**src/rtl/branch_resolve_unit.sv**
```systemverilog
// Branch resolution back end: carries D-stage predictions through E/M, checks them in M,
// drives the predictor update bus, issues redirect/flush pulses and keeps accuracy counters.
module branch_resolve_unit #(
  parameter int unsigned FALLTHRU_OFS   = 8,
  parameter int unsigned CNT_W          = 16,
  parameter int unsigned RECOVER_CYCLES = 2
) (
  input  logic              clk,
  input  logic              rst,
  input  logic              branchD,
  input  logic [31:0]       pcD,
  input  logic              predD,
  input  logic              localPredD,
  input  logic              globalPredD,
  input  logic              actual_takeE,
  input  logic [31:0]       targetE,
  input  logic              stallE,
  input  logic              stallM,
  input  logic              flushE,
  output logic              branchM,
  output logic [31:0]       pcM,
  output logic              actual_takeM,
  output logic              localPred_M,
  output logic              globalPred_M,
  output logic              mispredM,
  output logic              redirect_valid,
  output logic [31:0]       redirect_pc,
  output logic              flush_req,
  output logic [CNT_W-1:0]  branch_cnt,
  output logic [CNT_W-1:0]  mispred_cnt,
  output logic [CNT_W-1:0]  local_ok_cnt,
  output logic [CNT_W-1:0]  global_ok_cnt
);

  localparam int unsigned PC_W = 32;
  localparam int unsigned RC_W = (RECOVER_CYCLES > 1) ? $clog2(RECOVER_CYCLES) : 1;
  localparam logic [CNT_W-1:0] CNT_MAX = '1;

  typedef enum logic [0:0] {NORMAL = 1'b0, RECOVER = 1'b1} state_t;

  state_t           state;
  logic [RC_W-1:0]  rcnt;

  logic             validE, predE, localE, globalE;
  logic [PC_W-1:0]  pcE;
  logic             validM, predM;
  logic [PC_W-1:0]  targetM;
  logic             mis;

  // D->E pipeline register; a stall holds the entry even against a flush
  always_ff @(posedge clk or negedge rst) begin
    if (!rst) begin
      validE  <= 1'b0;
      pcE     <= '0;
      predE   <= 1'b0;
      localE  <= 1'b0;
      globalE <= 1'b0;
    end else if (!stallE) begin
      if (flushE || flush_req) begin
        validE <= 1'b0;
      end else begin
        validE  <= branchD;
        pcE     <= pcD;
        predE   <= predD;
        localE  <= localPredD;
        globalE <= globalPredD;
      end
    end
  end

  // E->M pipeline register, also latching the resolved outcome
  always_ff @(posedge clk or negedge rst) begin
    if (!rst) begin
      validM       <= 1'b0;
      pcM          <= '0;
      predM        <= 1'b0;
      localPred_M  <= 1'b0;
      globalPred_M <= 1'b0;
      actual_takeM <= 1'b0;
      targetM      <= '0;
    end else if (!stallM) begin
      if (flush_req) begin
        validM <= 1'b0;
      end else begin
        validM       <= validE;
        pcM          <= pcE;
        predM        <= predE;
        localPred_M  <= localE;
        globalPred_M <= globalE;
        actual_takeM <= actual_takeE;
        targetM      <= targetE;
      end
    end
  end

  assign mis            = validM & (predM ^ actual_takeM);
  assign branchM        = validM & ~stallM & (state == NORMAL);
  assign mispredM       = mis & branchM;
  assign redirect_valid = mis & branchM;
  assign flush_req      = mis & branchM;
  // Gated by validM so an empty M stage presents an all-zero redirect address
  assign redirect_pc    = !validM ? '0 :
                          actual_takeM ? targetM : pcM + PC_W'(FALLTHRU_OFS);

  // Recovery window: suppress updates from wrong-path leftovers after a redirect
  always_ff @(posedge clk or negedge rst) begin
    if (!rst) begin
      state <= NORMAL;
      rcnt  <= '0;
    end else begin
      case (state)
        NORMAL: begin
          if (flush_req && (RECOVER_CYCLES != 0)) begin
            state <= RECOVER;
            rcnt  <= RC_W'(RECOVER_CYCLES - 1);
          end
        end
        RECOVER: begin
          if (rcnt == '0) state <= NORMAL;
          else            rcnt  <= rcnt - RC_W'(1);
        end
        default: state <= NORMAL;
      endcase
    end
  end

  // Saturating accuracy statistics, advanced only on real updates
  always_ff @(posedge clk or negedge rst) begin
    if (!rst) begin
      branch_cnt    <= '0;
      mispred_cnt   <= '0;
      local_ok_cnt  <= '0;
      global_ok_cnt <= '0;
    end else if (branchM) begin
      if (branch_cnt != CNT_MAX)
        branch_cnt <= branch_cnt + CNT_W'(1);
      if (mis && (mispred_cnt != CNT_MAX))
        mispred_cnt <= mispred_cnt + CNT_W'(1);
      if ((localPred_M == actual_takeM) && (local_ok_cnt != CNT_MAX))
        local_ok_cnt <= local_ok_cnt + CNT_W'(1);
      if ((globalPred_M == actual_takeM) && (global_ok_cnt != CNT_MAX))
        global_ok_cnt <= global_ok_cnt + CNT_W'(1);
    end
  end

endmodule
```
**config.mk**
```make
export PLATFORM = sky130hd
export DESIGN_NAME = branch_resolve_unit
export DESIGN_NICKNAME = d
export VERILOG_FILES = /design/src/rtl/branch_resolve_unit.sv
export SDC_FILE = /design/constraint.sdc
export NUM_CORES = 1
export LEC_CHECK = 0
export CORE_MARGIN = 2
export CORE_UTILIZATION = 40
export CTS_CLUSTER_SIZE = 24
export DETAILED_ROUTE_END_ITERATION = 7
export GPL_TIMING_DRIVEN = 0
export HOLD_SLACK_MARGIN = 0.08
export PLACE_DENSITY = 0.67
export SLEW_MARGIN = 5
export SYNTH_ARGS = -nofsm -noshare
export SYNTH_HDL_FRONTEND = slang
export SYNTH_SLANG_ARGS = --single-unit
```
**constraint.sdc**
```tcl
create_clock -name clk -period 3.03 [get_ports clk]
set_clock_uncertainty 0.15 [all_clocks]
set_input_delay 0.909 -clock clk [delete_from_list [all_inputs] [get_ports clk]]
set_output_delay 0.909 -clock clk [all_outputs]
set_load 0.05 [all_outputs]
```
==> metrics.md, run 1 <==
| Metric | Value |
|---|---|
| Clock sinks | 171 |
| Die area | around 22,000 um2 |
| Cell Count, Final, Fillers Out | roughly 1,300 |
| Total wire length | between 20,000 and 25,000 um |
| Gr busiest metal | met2 |
| Status | finished, violations left |
| Sw Share | between 30% and 40% |
| Synth async-reset ratio | 100% |
| Max-cap violation count | 0 |
| Register area share after synthesis | about half |
| Drc violations | 0 |
| Post-synthesis net count | around 790 |
| Int Pwr | ~0.0051 W |
| Die X | around 150 um |
| Sequential power share | a little under two fifths |
| Detail Route Antenna Nets | 0 |
| RSZ-0062 raised after global routing | true |
| Initial antenna violation count | 3 |
| Final-report hold violation count | 0 |
| Clk_lat worst skew | between 0.4 and 0.5 ns |
| H-tree depth | 4 |
| Syn Std Cell Area | ~8200 um2 |
| Hold Crit Class | in2async |
| Row cnt | between 50 and 60 |
| CTS tree | yes |
| Vias per inst | 5.29 |
| Post-DP HPWL | approximately 16,000 um |
| Number of flops mapped to enable cells by yosys | 0 |
| GRT Residual Overflow | 0 |
| Slack of the critical path | -0.227 ns |
| Layout overhead on the synthesized area | 50.0% |
| Synth top area share | about 52% |
| DR iter-0 viols | 343 |
| Failing checks | negative setup slack |
| First-pass GRT wire length | around 38,000 um |
| Met3 Resource Use GR | under 10% |
| Number of port buffers | approximately 210 |
| Gpl congestion | ~0.84 |
| Met2 usage | 34.5% |
| Io pins | about 210 |
| WP data required | a little under 2 ns |
| Power per cell area | approximately 660 nW/um2 |
| Slew of the pin with the lowest slew margin | about 1.1 ns |
| Vias in the first global route | between 6,000 and 7,000 |
| Place WS | -1.17 ns |
| Dominant synthesized flop cell | dfrtp_1 |
| Ratio of cells with drive above 1 in the final layout | 35.7% |
| Yosys warnings | 0 |
| Total power | approximately 0.0082 W |
| Commonest cells in the netlist | dfrtp_1 (171), mux2_2 (109), xor2_1 (54) |
| CP arrival | approximately 2.2 ns |
| Total CTS buffers | 17 |
| Most frequent cell after synthesis | dfrtp_1 |
| Clk buf depth | 2 |
| Vias | approximately 6,800 |
| Nets | roughly 1,100 |
| Clock slew at reported path FFs | 0.07 ns |
| NetSw | between 0.003 and 0.004 W |
| Synth area leaders | dfrtp_1 (52%), mux2_2 (15%), xor2_1 (5.7%), nand4_1 (2.3%), nand3_1 (2.1%) |
| Core area | just over 20,000 um2 |
| Yosys reg bits | roughly 170 |
| Max Fclk | slightly above 300 MHz |
| Routed WL per cell | roughly 19 um |
| Die Ht | between 100 and 150 um |
| Placed insts | 1,186 |
| WS Path Type | reg2out |
| Total global-route track usage | 22.1% |
| Final setup vio count | 17 |
| Fin. max-slew vios | 0 |
| Gate power share | between 30% and 40% |
| Count of cell types in the netlist | 50 |
| First-pass DRT Iterations | 6 |
| Largest net degree at the start of global routing | roughly 100 |
| Crit path max fanout | 4 |
| Post-layout minimum cycle time | 3.26 ns |
| Peak supply drop | ~0.38 mV |
| Synthesized area per cell | about 12 um2 |
| Final worst-path cycle share | 107% |
| CP Capture Type | output port |
| Area leader, netlist | dfrtp_1 |
| Clock share of power | around 26% |
| P_leak | between 5 and 6 nW |
| GR met1 Demand/Resource | 30.3% |
| Initial core utilization | 40.7% |
| Hold_buf cts | 0 |
| Worst relative slew slack | between 20 and 30% |
| CTS root buf | clkbuf_16 |
| Synth Instances | approximately 710 |
| Startpoint types | register |
==> worst paths after layout <==
| check | cells after the start | start | slack [ns] | endpoint |
|---|---|---|---|---|
| worst max-delay path | 5 | pcM[19] | -0.23 | redirect_pc[30] |
| worst min-delay path | 1 | rst | 0.27 | global_ok_cnt[0] |
| worst max register to register | 7 | actual_takeM | 0.28 | pcE[16] |
| worst min register to register | 2 | rcnt | 0.33 | state |
| max in group asynchronous | 2 | rst | 1.51 | pcM[24] |
| min in group clk | 2 | rcnt | 0.33 | state |
==> state kept, by name (all words and copies together), names as in the netlist <==
name,count
actual_takeM,1
globalPred_M,1
globalE,1
targetM,32
localPred_M,1
rcnt,1
local_ok_cnt,16
predM,1
pcM,32
mispred_cnt,16
global_ok_cnt,16
branch_cnt,16
predE,1
validE,1
validM,1
localE,1
state,1
pcE,32
==> metrics by stage <==
step	hold WS [ns]	util [%]	TNS (ns)	instance area, um2
6_report	0.274	61.1	-2.11	12400
5_1_grt	0.314	61.1	-3.75	12400
4_1_cts	0.303	59.8	-2.12	12100
3_5_place_dp	0.327	54.2	-86.28	11000
3_3_place_gp	0.312	54.0	-1189.43	10900
2_1_floorplan	0.300	-	-0.132	8510
==> power groups by stage <==
| stage | registers [W] | logic (W) | clock network, W |
|---|---|---|---|
| 4_1_cts | 0.00303 | 0.00292 | 0.00218 |
| 3_5_place_dp | 0.00313 | 0.00259 | 0 |
| 6_report | 0.00304 | 0.00305 | 0.00213 |
| 2_1_floorplan | 0.00374 | 0.000979 | 0 |
| 3_3_place_gp | 0.00312 | 0.00256 | 0 |
| 5_1_grt | 0.00310 | 0.00322 | 0.00229 |
==> layer usage <==
layer | share of wire [%] | up-vias
met5 | 0 | -
met4 | 2.2 | 0
met3 | 5.1 | 36
met2 | 47 | 194
met1 | 46 | 3370
li1 | - | 3178
==> repair_timing <==
action                     4_1_cts  5_1_grt
pin swaps                       21       25
buffers inserted                50       16
resized for setup              280       53
setup endpoints to repair      134       31
==> layout make-up <==
| type | instances | area (um2) |
|---|---|---|
| multi-input cells | 495 | 4210 |
| plain buffers | 26 | 189 |
| repair buffers | 275 | 2700 |
| clock buffers | 21 | 460 |
| diodes | 2 | 5.00 |
| clock inverters | 11 | 109 |
| well taps | 270 | 338 |
| inverters | 11 | 53.8 |
| fillers | 1612 | 7870 |
| flip-flops and latches | 171 | 4310 |
==> cell families after synthesis <==
family,synth area share (%)
AOI/OAI and AO/OA,5.15
xor gates and xnor gates,7.44
adders and majority gates,0.759
buffers and inverters,2.37
DFF,51.9
muxes,15.4
and+or+nand+nor,17.0
==> cell usage in the layout (no fill, tap or decap), types with 5 or more instances in the layout <==
| cell | n |
|---|---|
| buf_2 | 15 |
| nand2b_1 | 6 |
| and4_4 | 6 |
| nor2b_1 | 5 |
| a21oi_2 | 6 |
| nand3_1 | 28 |
| a31oi_4 | 5 |
| and3_1 | 7 |
| buf_8 | 7 |
| nor4b_1 | 5 |
| nand4_1 | 30 |
| inv_1 | 8 |
| o21ai_0 | 23 |
| dfrtp_1 | 148 |
| dfrtp_2 | 23 |
| xor2_1 | 53 |
| mux2_2 | 109 |
| nor4_4 | 5 |
| nor3_1 | 23 |
| nand2_1 | 36 |
| nor3_4 | 6 |
| inv_6 | 5 |
| nor4_1 | 13 |
| a21oi_1 | 8 |
| buf_6 | 43 |
| buf_4 | 51 |
| and4_1 | 9 |
| clkdlybuf4s50_1 | 170 |
| clkbuf_16 | 17 |
| o211a_1 | 7 |
| xnor2_1 | 13 |
| nor3b_1 | 5 |
| nor2_1 | 18 |
==> critical path, cell delays in order (launching register included) <==
cell and delay (ns):
dfrtp_2 0.40, nand4_1 0.22, or2_4 0.31, or3_4 0.39
a211oi_4 0.25, buf_6 0.20
No activity file was read; power rests on OpenSTA's default activity.
==> run 2, diff against run 1 <==
- CORE_UTILIZATION: 40 -> 45
- PLACE_DENSITY: 0.67 -> 0.74
- clock period: 3.03 -> 4.05 ns (I/O delays scaled with it)
==> run 2 against run 1 <==
Effect of this change: the flow now finishes without violations; critical path depth unchanged; sequential power down 24%; non-clock buffer count down 58; largest power group is now registers; first-iteration DRC count up 26%; flip-flop and latch count unchanged; sequential share of layout area up 3.0 points; critical endpoint is now branchM; core utilization up 1.9 points; combinational power down 39%; count of clock-buffer cells in the layout down 1; register-to-register slack better by 1.2 ns; clock power down 20%; power down 29%.
==> metrics.md, run 2 (synthesized netlist as in run 1, its figures left out) <==
| Metric | Value |
|---|---|
| Buffers & Inverters on Critical Path | 4 |
| Total CTS buffers | 17 |
| Startpoint types | input pin |
| Initial antenna violation count | 2 |
| Sw Share | 36.9% |
| Slack of the critical path | 0.0696 ns |
| First-pass GRT wire length | between 30,000 and 40,000 um |
| Crit path max fanout | 7 |
| Post-DP HPWL | approximately 16,000 um |
| Nets | approximately 1,000 |
| Post-layout minimum cycle time | ~4.0 ns |
| RSZ-0062 raised after global routing | false |
| Io pins | about 210 |
| Gpl congestion | about 0.88 |
| CP delay by family, top | buffers and inverters |
| Largest net degree at the start of global routing | 115 |
| Final setup vio count | 0 |
| CP arrival | roughly 2.6 ns |
| Crit-path cells | dlygate4sd2_1 > or3b_1 > buf_4 > inv_6 > dlygate4sd2_1 |
| Row cnt | 49 |
| CTS tree | yes |
| Number of port buffers | around 210 |
| Vias in the first global route | roughly 6,400 |
| Int Pwr | about 0.0037 W |
| Status | completed |
| Biggest regs | pcE (32), pcM (32), targetM (32) |
| WP data required | around 2.7 ns |
| Max Fclk | approximately 250 MHz |
| CTS root buf | clkbuf_16 |
| Die area | between 15,000 and 20,000 um2 |
| Commonest non-fill, non-tap cell in the layout | clkdlybuf4s50_1 |
| Placed insts | about 1,100 |
| GRT Residual Overflow | 0 |
| Worst relative slew slack | between 30 and 40% |
| Clock slew at reported path FFs | ~0.06 ns |
| NetSw | roughly 0.0022 W |
| Most frequent cells in the layout | clkdlybuf4s50_1 (173), dfrtp_1 (168), mux2_2 (109), xor2_1 (54), nand2_1 (38) |
| Worst hold slack | 0.325 ns |
| H-tree depth | 4 |
| Cell Count, Final, Fillers Out | between 1,000 and 1,500 |
| Clock share of power | ~29% |
| Slew of the pin with the lowest slew margin | between 0.9 and 1 ns |
| Max-cap violation count | 0 |
| Clk buf depth | 2 |
| Final-report hold violation count | 0 |
| CP Capture Type | output port |
| Hold Crit Class | reg2reg |
| Die X | approximately 140 um |
| Peak supply drop | between 0.3 and 0.4 mV |
| Die Ht | roughly 140 um |
| Vias | 6,613 |
| Clk_lat worst skew | ~0.42 ns |
| Gate power share | around a third |
| Layout overhead on the synthesized area | 37.4% |
| Worst path max stage delay | 0.53 ns |
| Fill cells | 1,496 |
| Place WS | -0.922 ns |
| Final worst-path cycle share | a little over nine tenths |
| Vias per inst | approximately 5.6 |
| Initial core utilization | between 40% and 50% |
| Power per cell area | around 520 nW/um2 |
| P_leak | just under 5 nW |
| Crit path max-delay cell type | dlygate4sd2_1 |
| Drc violations | 0 |
| Detail Route Antenna Nets | 0 |
| Total global-route track usage | between 20% and 30% |
| Core area | 18,000 um2 |
| Routed WL per cell | roughly 18 um |
| First-pass DRT Iterations | 5 |
| Fin. max-slew vios | 0 |
| Clock sinks | 171 |
| Crit path top cell by count | dlygate4sd2_1 |
| WS Path Type | in2out |
| Ratio of cells with drive above 1 in the final layout | roughly 22% |
| Sequential power share | 39.4% |
| Total wire length | 21,700 um |
| DR iter-0 viols | approximately 430 |
run 2: cell count changes in the layout (fill, tap and decap cells not counted), moves of 15 or more:
| cell | before | now |
|---|---|---|
| dlygate4sd2_1 | 0 | 15 |
| dfrtp_2 | 23 | 3 |
| buf_4 | 51 | 11 |
| dfrtp_1 | 148 | 168 |
| buf_6 | 43 | 3 |
run 2: final timing paths:
path                       startpoint            to  slack (ns)  cells after the start
setup / recovery               stallM       branchM        0.07                      5
min in group asynchronous         rst       pcM[28]        0.54                      1
hold reg to reg                  rcnt         state        0.33                      2
max in group asynchronous         rst  actual_takeM        2.30                      2
setup reg to reg               validM    targetM[0]        1.43                     10
hold / removal                   rcnt         state        0.33                      2
run 2: tightest hold or removal path: cells and delay by family (launching register included):
| kind | cells | cell delay (ns) |
|---|---|---|
| flip-flops | 1 | 0.34 |
| AND/OR/NAND/NOR | 2 | 0.10 |
run 2: area by class of cell:
| type | count | area [um2] | area share (%) |
|---|---|---|---|
| repair buffers | 216 | 2110 | 18.7 |
| inverters | 11 | 48.8 | 0.431 |
| clock buffers | 20 | 457 | 4.03 |
| plain buffers | 27 | 153 | 1.35 |
| multi-input cells | 495 | 3820 | 33.7 |
| flip-flops and latches | 171 | 4280 | 37.8 |
| diodes | 1 | 2.50 | 0.0221 |
| well taps | 229 | 287 | 2.53 |
| clock inverters | 12 | 163 | 1.44 |
run 2: per-layer routing:
layer | vias to the layer above | track usage, % | wire length (um) | share of wire, %
met2 | 230 | 35.1 | 10100 | 47
li1 | 3059 | - | - | -
met1 | 3284 | 29.7 | 9380 | 43
met3 | 38 | 6.95 | 1600 | 7.4
met4 | 2 | 8.51 | 552 | 2.5
met5 | - | 0 | 10 | 0.046
run 2: timing repair:
action	CTS	global route
pin swaps	2	1
endpoints found under the setup margin	36	20
hold buffers	0	0
resized for setup	86	23
buffers inserted	6	1
run 2: through the flow:
stage | TNS [ns] | cell area (um2) | util, % | total power (W)
floorplan | 0 | 8270 | - | 0.00346
global placement | -943.67 | 10600 | 59.2 | 0.00417
detailed placement | -8.58 | 10700 | 59.4 | 0.00420
CTS | 0 | 11300 | 63.2 | 0.00591
global route | 0 | 11300 | 63.0 | 0.00613
finish | 0 | 11300 | 63.0 | 0.00587
run 2: power by group through the flow:
stage / Clock, W / Sequential [W] / Combinational [W]
floorplan: 0 / 0.00279 / 0.000679
detailed placement: 0 / 0.00232 / 0.00188
global placement: 0 / 0.00231 / 0.00186
finish: 0.00170 / 0.00232 / 0.00186
CTS: 0.00173 / 0.00230 / 0.00188
global route: 0.00180 / 0.00236 / 0.00197
==> run 3, diff against run 2 <==
- CTS_CLUSTER_SIZE: 24 -> 28
- clock period: 4.05 -> 4.7 ns (I/O delays scaled with it)
==> run 3 against run 2 <==
Effect of this change: sequential power decreased by 15%; cell area decreased by 0.55%; core utilization decreased by 0.35 points; die area unchanged; highest routed layer is now met4; count of clock-buffer cells in the layout decreased by 1.
==> metrics.md, run 3 (synthesized netlist as in run 1, its figures left out) <==
| Metric | Value |
|---|---|
| Number of port buffers | around 210 |
| Commonest non-fill, non-tap cell in the layout | clkdlybuf4s50_1 |
| Peak supply drop | approximately 0.30 mV |
| Routed WL per cell | between 15 and 20 um |
| First-pass GRT wire length | 34,500 um |
| Area occupied by multi-input gates | ~3800 um2 |
| Largest net degree at the start of global routing | 110 |
| Clock slew at reported path FFs | 0.07 ns |
| Hold Crit Class | reg2reg |
| Hold_buf cts | 0 |
| Final setup vio count | 0 |
| Io pins | about 210 |
| Crit path max-delay cell type | dlygate4sd2_1 |
| Worst setup endpoint | branchM |
| Place WS | -0.659 ns |
| Startpoint types | input pin |
| Worst-case reg-to-reg path depth | 8 |
| Die Ht | 139 um |
| H-tree depth | 4 |
| Status | completed |
| Biggest regs | pcE (32), pcM (32), targetM (32) |
| Final-report hold violation count | 0 |
| Gpl congestion | roughly 0.86 |
| Clk_lat worst skew | between 0.4 and 0.5 ns |
| RSZ-0062 raised after global routing | true |
| CP Capture Type | output port |
| Crit path max fanout | 10 |
| CTS tree | yes |
| Cell Count, Final, Fillers Out | about 1,200 |
| CP arrival | 3.08 ns |
| Crit-path cells | clkdlybuf4s50_1 > or3b_1 > buf_2 > inv_6 > dlygate4sd2_1 |
| Clk buf depth | 2 |
| Vias | about 6,500 |
| Max Fclk | approximately 220 MHz |
| Initial core utilization | a little under half |
| Worst path max stage delay | 0.54 ns |
| Placed insts | between 1,000 and 1,500 |
| Total wire length | between 20,000 and 25,000 um |
| Final worst-path cycle share | between 90% and 100% |
| WP depth | 5 |
| Total global-route track usage | roughly 22% |
| Die area | around 19,000 um2 |
| Total power | 0.00502 W |
| Initial antenna violation count | 1 |
| Worst relative slew slack | about a third |
| Slack of the critical path | approximately 0.065 ns |
| WS Path Type | in2out |
| Ratio of cells with drive above 1 in the final layout | between 10% and 20% |
| Die X | between 100 and 150 um |
| Crit path launch | stallM |
| Setup TNS | 0 ns |
| FF-to-FF Start | actual_takeM |
| DR iter-0 viols | 442 |
| CP delay by family, top | buffers and inverters |
| Buffers & Inverters on Critical Path | 4 |
| Slew of the pin with the lowest slew margin | 1.00 ns |
| Nets | 1,014 |
| Layout overhead on the synthesized area | 36.6% |
| # Post-CTS Setup Buffers | 0 |
| Drc violations | 0 |
| P_leak | between 4 and 5 nW |
| Post-layout minimum cycle time | 4.64 ns |
| Detail Route Antenna Nets | 0 |
| Sequential cell area | around 4300 um2 |
| Row cnt | between 40 and 50 |
| First-pass DRT Iterations | 5 |
| WP data required | between 3 and 4 ns |
| Worst flop-to-flop path endpoint | targetM[3] |
| CTS root buf | clkbuf_16 |
| Clock sinks | 171 |
| GRT Residual Overflow | 0 |
| Power per cell area | around 450 nW/um2 |
| Vias in the first global route | 6,407 |
| Fill cells | 1,473 |
| Max-cap violation count | 0 |
| Fin. max-slew vios | 0 |
| Vias per inst | 5.49 |
| Core area | ~18,000 um2 |
| Total CTS buffers | 17 |
| Most frequent cells in the layout | clkdlybuf4s50_1 (188), dfrtp_1 (171), mux2_2 (109), xor2_1 (54), nand2_1 (38) |
| Post-DP HPWL | approximately 16,000 um |
| Worst reg-to-reg setup slack | 1.96 ns |
run 3: cell types whose count changed in the layout (fill, tap and decap cells not counted), moves of 3 or more:
cell	before	now
buf_4	11	4
clkdlybuf4s50_1	173	188
clkbuf_1	8	14
clkinv_4	1	4
clkdlybuf4s15_2	5	0
dfrtp_2	3	0
clkbuf_2	10	2
dlymetal6s2s_1	2	5
dlygate4sd2_1	15	9
dfrtp_1	168	171
nor3_2	7	4
nor3_1	26	29
run 3: area by class of cell:
class	count	share of cell area, %
Antenna cell	1	0.0222
Buffer	30	1.40
Clock buffer	19	3.93
Clock inverter	13	1.41
Inverter	11	0.411
Multi-Input combinational cell	495	33.6
Sequential cell	171	38.0
Tap cell	229	2.54
Timing Repair Buffer	209	18.7
run 3: timing repair:
item | 4_1_cts | 5_1_grt
pin swaps | 1 | 0
setup endpoints to repair | 21 | 10
resized for setup | 31 | 9
gates cloned | 0 | 0
run 3: worst min path at each step:
stage            start      end  slack [ns]  cells after the start
2_1_floorplan     rcnt    state        0.30                      2
3_3_place_gp      rcnt    state        0.31                      2
3_5_place_dp      rcnt    state        0.31                      2
4_1_cts           rcnt    state        0.32                      2
5_1_grt        pcE[12]  pcM[12]        0.36                      1
6_report          rcnt    state        0.33                      2
run 3: layer usage:
metal / vias up / wire length (um) / GRT usage (%)
met4: 0 / 285 / 6.33
met2: 179 / 10700 / 37.0
met1: 3204 / 9080 / 28.6
met5: - / 0 / 0
li1: 3060 / - / -
met3: 22 / 1420 / 7.02
run 3: power by group:
part | switching, W | internal, W
registers | 0.000267 | 0.00171
logic | 0.000996 | 0.000617
clock network | 0.000619 | 0.000813
run 3: stage by stage:
stage | hold slack (ns) | cell area (um2) | utilization, %
final | 0.328 | 11300 | 62.7
after global routing | 0.356 | 11300 | 62.7
after CTS | 0.321 | 11200 | 62.5
after detailed placement | 0.313 | 10600 | 59.2
after global placement | 0.308 | 10600 | 59.1
after floorplan | 0.300 | 8240 | -
run 3: worst register-to-register path: stages, from the launching register on:
cell,delay (ns)
dfrtp_1,0.38
clkbuf_1,0.40
xor2_1,0.23
nand2_4,0.17
inv_2,0.07
nor2_1,0.32
buf_2,0.33
buf_6,0.21
mux2_2,0.35
